==> src/rtl/matload_pkg.sv <==
// matload_pkg: shared state encoding and sizing constants for the matrix operand loader
package matload_pkg;
  localparam int ELEM_W = 16;
  localparam int N_ELEM = 9;
  localparam int IDX_W = $clog2(N_ELEM);
  typedef enum logic [1:0] {LOAD_A, LOAD_B, HOLD} state_t;
endpackage

==> src/rtl/element_reg_bank.sv <==
// element_reg_bank: indexed-write register bank exposing all elements on a flattened bus
module element_reg_bank
  import matload_pkg::*;
#(
  parameter int EW = ELEM_W,
  parameter int NE = N_ELEM,
  parameter int IW = IDX_W
) (
  input  logic             clk,
  input  logic             rst_n,
  input  logic             we,
  input  logic [IW-1:0]    widx,
  input  logic [EW-1:0]    wdata,
  output logic [NE*EW-1:0] rdata
);
  logic [NE-1:0][EW-1:0] mem;
  always_ff @(posedge clk) begin
    if (!rst_n) mem <= '0;
    else if (we) mem[widx] <= wdata;
  end
  assign rdata = mem;
endmodule

==> src/rtl/matrix_operand_loader.sv <==
// matrix_operand_loader: serial loader assembling A then B 3x3 operands; MATLOAD_ABORT_EN adds abort
module matrix_operand_loader #(
  parameter int ELEM_W = matload_pkg::ELEM_W,
  parameter int N_ELEM = matload_pkg::N_ELEM
) (
  input  logic                     clk,
  input  logic                     rst_n,
`ifdef MATLOAD_ABORT_EN
  input  logic                     abort,
`endif
  input  logic                     in_valid,
  output logic                     in_ready,
  input  logic [ELEM_W-1:0]        in_data,
  output logic [N_ELEM*ELEM_W-1:0] mat_a,
  output logic [N_ELEM*ELEM_W-1:0] mat_b,
  output logic                     mat_valid,
  input  logic                     mat_ready
);
  import matload_pkg::*;
  localparam int IW = $clog2(N_ELEM);
  state_t state, state_nx;
  logic [IW-1:0] idx, idx_nx;
  logic abt, xfer, last;
`ifdef MATLOAD_ABORT_EN
  assign abt = abort;
`else
  assign abt = 1'b0;
`endif
  // abort wins over any same-cycle transfer, so in_ready is masked by it
  always_comb begin
    in_ready = rst_n && !abt && state != HOLD;
    mat_valid = state == HOLD;
    xfer = in_valid && in_ready;
    last = idx == IW'(N_ELEM - 1);
    idx_nx = abt ? '0 : xfer ? (last ? '0 : idx + 1'b1) : idx;
    state_nx = abt ? LOAD_A :
               (mat_valid && mat_ready) ? LOAD_A :
               (xfer && last) ? (state == LOAD_A ? LOAD_B : HOLD) : state;
  end
  always_ff @(posedge clk) begin
    if (!rst_n) begin
      state <= LOAD_A;
      idx <= '0;
    end else begin
      state <= state_nx;
      idx <= idx_nx;
    end
  end
  element_reg_bank #(.EW(ELEM_W), .NE(N_ELEM), .IW(IW)) u_bank_a (
    .clk(clk), .rst_n(rst_n), .we(xfer && state == LOAD_A),
    .widx(idx), .wdata(in_data), .rdata(mat_a)
  );
  element_reg_bank #(.EW(ELEM_W), .NE(N_ELEM), .IW(IW)) u_bank_b (
    .clk(clk), .rst_n(rst_n), .we(xfer && state == LOAD_B),
    .widx(idx), .wdata(in_data), .rdata(mat_b)
  );
endmodule

==> config.mk <==
export PLATFORM = sky130hd
export DESIGN_NAME = matrix_operand_loader
export DESIGN_NICKNAME = d
export VERILOG_FILES = /design/src/rtl/matload_pkg.sv /design/src/rtl/element_reg_bank.sv /design/src/rtl/matrix_operand_loader.sv
export SDC_FILE = /design/constraint.sdc
export NUM_CORES = 1
export LEC_CHECK = 0
export BUFFER_PORTS_ARGS = -buffer_cell sky130_fd_sc_hd__clkbuf_2
export CELL_PAD_IN_SITES_DETAIL_PLACEMENT = 1
export CELL_PAD_IN_SITES_GLOBAL_PLACEMENT = 1
export CORE_MARGIN = 1.5
export CORE_UTILIZATION = 39
export CTS_CLUSTER_SIZE = 30
export DETAILED_ROUTE_END_ITERATION = 8
export PLACE_DENSITY_LB_ADDON = 0.12
export SYNTH_ARGS = -nofsm -noshare
export SYNTH_HDL_FRONTEND = slang
export SYNTH_HIERARCHICAL = 1
export SYNTH_SLANG_ARGS = --single-unit
export TNS_END_PERCENT = 10
==> constraint.sdc <==
create_clock -name clk -period 2.3 [get_ports clk]
set_input_delay 0.345 -clock clk [delete_from_list [all_inputs] [get_ports clk]]
set_output_delay 0.345 -clock clk [all_outputs]
set_load 0.05 [all_outputs]
; ---- Word-level counts from Yosys, hierarchy flattened
; Cells that the tools add are included.
[totals]
regBits = 294
word_cells = 43
in_bits = 20
out_inout_bits = 290
[op_classes]
muxes = 6
bitwise_logic = 1
addsub = 1
n_lt_le_gt_ge = 2
n_reduce_logical = 9
n_eq_ne = 4
[op_table]
columns = operator, count
row1 = $bwmux 144, 2
row2 = $demux 16 s4, 1
row3 = $mux 16, 1
row4 = $logic_and 1x1->1, 7
row5 = $lt 4x5->1 const B, 1
row6 = $add 4x1->4 const B, 1
row7 = $eq 4x4->1 const B, 1
row8 = $ge 4x1->1 const B, 1
row9 = $mux 4, 1
row10 = $eq 2x1->1 const B, 1
row11 = $eq 2x2->1 const B, 1
row12 = $logic_not 2->1, 1
row13 = $mux 2, 1
row14 = $ne 2x2->1 const B, 1
row15 = $reduce_or 2->1, 1
row16 = $not 1->1, 1

; ---- Logic depth before layout (Yosys ltp)
[logic_depth]
word_depth = 5
depth_mapped = 7
mapped_depth_nobuf = 5

; ---- By module
; Netlist, hierarchy kept.
[by_module_without_submodules]
columns = module, n_inst, cells_each, area_per_inst_um2, seq_area_each_um2
row1 = element_reg_bank, 2, 495, 5215.0, 2882.8
row2 = matrix_operand_loader, 1, 40, 366.6, 120.1

; ---- Least setup slack after synthesis
; Ideal clock, no wire load.
[synth_timing]
path_type = input-to-reg
startpoint = input in_valid
endpoint = register u_bank_b.mem (netlist bit u_bank_b/rdata[53])
arrival_time_ns = 1.879
setup_time_ns = 0.073
required_time_ns = 2.227
n_path_buf = 2
path_slack_ns = 0.348
stages = 7
path_cell_list = nand2_1 -> nor3b_1 -> nor3b_2 -> and3_1 -> buf_4 -> buf_6 -> mux2i_1
[synth_between]
elab_chain_len = 2
[synth_rtl]
columns = item, line
row1 = start: declaration, matrix_operand_loader.sv:11  ; input logic in_valid,
row2 = $logic_and 1x1->1, matrix_operand_loader.sv:33  ; xfer = in_valid && in_ready;
row3 = $logic_and 1x1->1, matrix_operand_loader.sv:54  ; .clk(clk), .rst_n(rst_n), .we(xfer && state == LOAD_B),
row4 = end signal: indexed assignment, element_reg_bank.sv:19  ; else if (we) mem[widx] <= wdata;
row5 = end: declaration, element_reg_bank.sv:16  ; logic [NE-1:0][EW-1:0] mem;
; No other way between the ends.
; A chain may end at the register's enable or synchronous reset.

; ---- Final worst setup path
[layout_timing]
startpoint = register state[1]
endpoint = output in_ready
[layout_between]
elab_chain_len = 2
[layout_rtl]
columns = item, line
row1 = start: declaration, matrix_operand_loader.sv:21  ; state_t state, state_nx;
row2 = start signal: assignment, matrix_operand_loader.sv:45  ; state <= state_nx;
row3 = $ne 2x2->1, matrix_operand_loader.sv:31  ; in_ready = rst_n && !abt && state != HOLD;
row4 = $logic_and 1x1->1, matrix_operand_loader.sv:31
row5 = end: declaration, matrix_operand_loader.sv:12  ; output logic in_ready,
; No other way between the ends.

==> results_dict.tcl <==
set metrics [dict create \
    run_status "completed" \
    synth.most_common_cell "sky130_fd_sc_hd__nand2_1" \
    dominant_combinational_cell_family_by_area_after_synthesis "multiplexers" \
    grt_antenna_before_repair 0 \
    place_hpwl_mm 22.6 \
    timing_max_transition_violations_final 0 \
    post_cts.repair.setup_buffers 0 \
    initial_core_util_pct 39.9 \
    post_route_cells_drive_above_1_share_pct 30.6 \
    grt.overflow.total 0 \
    finalWirelength_mm 33.3 \
    synth_common_cells "sky130_fd_sc_hd__nand2_1 (324), sky130_fd_sc_hd__dfxtp_1 (294), sky130_fd_sc_hd__mux2i_1 (289), sky130_fd_sc_hd__clkbuf_1 (34), sky130_fd_sc_hd__buf_2 (16)" \
    die_h_um 169 \
    synthDominantAreaCellType "sky130_fd_sc_hd__dfxtp_1" \
    ios 310 \
    final_min_period_over_clock_period_pct 95.5 \
    postSynthAreaPerCell_um2 10.5 \
    cts.clk_slew.worst_paths_ns 0.05 \
    drc_errors 0 \
    slew_headroom_pct 50.2 \
    clkLatencyLatePin_ns 0.51 \
    placed_cells 1656 \
    hold_viol_final 0 \
    postPlaceCellArea_um2 12900 \
    cts_made_buffers 34 \
    area_fraction_in_compound_gates_after_synthesis_pct 0.788 \
    longest_individual_stage_delay_on_the_worst_path_ns 0.42 \
    cp-endpoint "in_ready" \
    criticalPathCategory "reg2out" \
    drt-wirelength-per-cell_um 19.4 \
    layout.nets 1373 \
    antenna_violating_nets_post_route 0 \
    worstMarginPinSlew_ns 0.747 \
    required_time_of_the_critical_path_ns 1.96 \
    worstSetupStartpoint "state[1]" \
    holdCritPathClass "in2reg" \
    power_mw 10.9 \
    post_synth_xor_area_fraction_pct 0 \
    holdWs_ns 0.132 \
    max_clock_freq_mhz 455 \
    grtUsageTotal_pct 22.7 \
    quantity_of_hold_fixing_buffers_added_after_cts 0 \
    io_buffer_count 309 \
    post_synth_instance_area_um2 10800 \
    share_of_synthesized_cell_area_in_and_or_nand_and_nor_gates_pct 14.0 \
    core_area_um2 27000 \
    clk_root_buffer_cell "sky130_fd_sc_hd__clkbuf_16" \
    drt-initial-drc-count 352 \
    synth_area_leaders "sky130_fd_sc_hd__dfxtp_1 (55%), sky130_fd_sc_hd__mux2i_1 (27%), sky130_fd_sc_hd__nand2_1 (11%), sky130_fd_sc_hd__clkbuf_1 (1.2%), sky130_fd_sc_hd__buf_6 (0.94%)" \
    synth.ff_latch_count 294 \
    critical_path.reg2reg.startpoint "state[0]" \
    rsz0062_at_grt "no" \
    regToRegEndpoint "u_bank_b/rdata[74]" \
    first_pass_iters 4 \
    final_design_area_no_fill_um2 14000 \
    period_minus_slack_ns 2.20 \
    first_global_vias 8562 \
    max_fanout_on_critical_path 9 \
    timing.critical_path.slowest_stage_cell "sky130_fd_sc_hd__dfxtp_1" \
    clock-sinks 294 \
    arrival_ns 1.85 \
    grt_start_max_net_pins 164 \
    floorplan.die_area_um2 28700 \
    synth-seq-area-share_pct 54.5 \
    power.density_nw_per_um2 781 \
    flow.area_growth_from_synthesis_pct 29.4 \
    crit_path_end_kind "primary output" \
    ctsResizeCount 1 \
    worstRegToRegCells 6 \
    grt_pass1_wl_mm 50.3 \
    path_depth 3 \
    muxShareOfSynthArea_pct 26.8 \
    vdd.ir_drop.worst_uv 424 \
    clock_path_buffers 3 \
    synth-main-ff-cell "sky130_fd_sc_hd__dfxtp_1" \
    start_kind "flop" \
    finalSetupViolCount 0 \
    layoutNonFillerInstCount 1714 \
    synth-edff-count 0 \
    cap_violations 0 \
    totalNegativeSetupSlack_ns 0 \
    insertedDiodeCount 0 \
    ctsHtreeMaxLevel 2 \
    reg2reg_slack_ns 0.45 \
    p_leak_nw 6.88 \
    skew_ns 0.0108 \
    crit_buf_inv 1 \
    synthDistinctLibCells 34 \
    postSynth.asyncResetShare_pct 0 \
    yosysWarningCount 6 \
    total_via_count_in_the_routed_design 8436 \
    cts_tree "done" \
    postSynthNetCount 1052 \
    synth_adder_area_share_pct 0.232 \
    path_delay_family "simple AND/OR/NAND/NOR gates" \
    vias_per_cell 4.92 \
    chipWidth_um 169 \
    path_cells "nor2b_2, and2b_1, clkbuf_2" \
    netlist_instances 1030 \
    post-synth-top-area-fraction_pct 54.5 \
    routabilityCongestion 0.754 \
    std_cell_rows 60 \
]
==> report_power, final <==
| part | leakage [nW] | total (mW) | switching, mW | internal (mW) |
|---|---|---|---|---|
| logic | 3.97 | 0.492 | 0.375 | 0.117 |
| clock network | 0.541 | 5.28 | 2.10 | 3.18 |
| registers | 2.37 | 5.14 | 0.0207 | 5.12 |
| total | 6.88 | 10.9 | 2.50 | 8.42 |
==> state kept, by name, summed over array words and instances, names as in the netlist <==
name and count:
u_bank_a/rdata 144, idx 4, u_bank_b/rdata 144, state 2
==> stage by stage <==
step | utilization [%] | setup WS (ns)
final | 51.7 | 0.103
after global routing | 51.7 | 0.0282
after CTS | 51.7 | 0.0943
after detailed placement | 47.7 | 0.279
after global placement | 47.7 | 0.322
after floorplan | - | 0.348
==> worst reg2reg max path, stage by stage, from the launching register on <==
cell	delay, ns
sky130_fd_sc_hd__dfxtp_1	0.44
sky130_fd_sc_hd__nor3b_1	0.28
sky130_fd_sc_hd__buf_4	0.18
sky130_fd_sc_hd__nand3b_4	0.10
sky130_fd_sc_hd__or3_1	0.36
sky130_fd_sc_hd__buf_4	0.22
sky130_fd_sc_hd__mux2i_1	0.15
==> cells by family (layout without fill, tap and decap cells) <==
logic type / after synthesis / count (layout)
compound gates: 11 / 11
mux: 289 / 289
simple gates: 362 / 362
flops: 294 / 294
buf+inv: 72 / 415
fa+ha+maj: 2 / 2
==> cell type report <==
class                           instances  area, um2
Clock buffer                           48        973
Clock inverter                         10        119
Fill cell                            3117      13100
Inverter                                3       11.3
Multi-Input combinational cell        664       4540
Sequential cell                       294       5890
Tap cell                              341        427
Timing Repair Buffer                  354       2020
==> worst min-delay path by stage <==
stage                     cells after the start  slack (ns)                 end                from
after global routing                          2        0.13              idx[1]            in_valid
after global placement                        2        0.44  u_bank_b/rdata[86]  u_bank_b/rdata[86]
after CTS                                     2        0.11              idx[1]            in_valid
final                                         2        0.13              idx[1]            in_valid
after detailed placement                      2        0.45  u_bank_a/rdata[84]  u_bank_a/rdata[84]
after floorplan                               1        0.47              idx[3]               rst_n
==> layout by cell type, fill, tap and decap left out, types with 3 or more instances in the layout <==
cell	instances
sky130_fd_sc_hd__clkbuf_16	34
sky130_fd_sc_hd__inv_1	3
sky130_fd_sc_hd__clkinv_2	5
sky130_fd_sc_hd__buf_12	10
sky130_fd_sc_hd__nor2_1	4
sky130_fd_sc_hd__dfxtp_1	294
sky130_fd_sc_hd__nor3b_2	6
sky130_fd_sc_hd__nand3b_1	4
sky130_fd_sc_hd__clkbuf_2	308
sky130_fd_sc_hd__mux2i_1	289
sky130_fd_sc_hd__clkbuf_8	7
sky130_fd_sc_hd__buf_4	35
sky130_fd_sc_hd__nand4b_1	3
sky130_fd_sc_hd__clkbuf_1	7
sky130_fd_sc_hd__nand2_1	324
==> layer usage <==
metal	GRT usage (%)	routed length [um]	part of all wire (%)
met2	38.0	15600	47
met3	7.79	2680	8.0
met1	27.5	14200	43
met5	0	0	0
met4	6.39	793	2.4
Power figures use the tool's default switching activity.
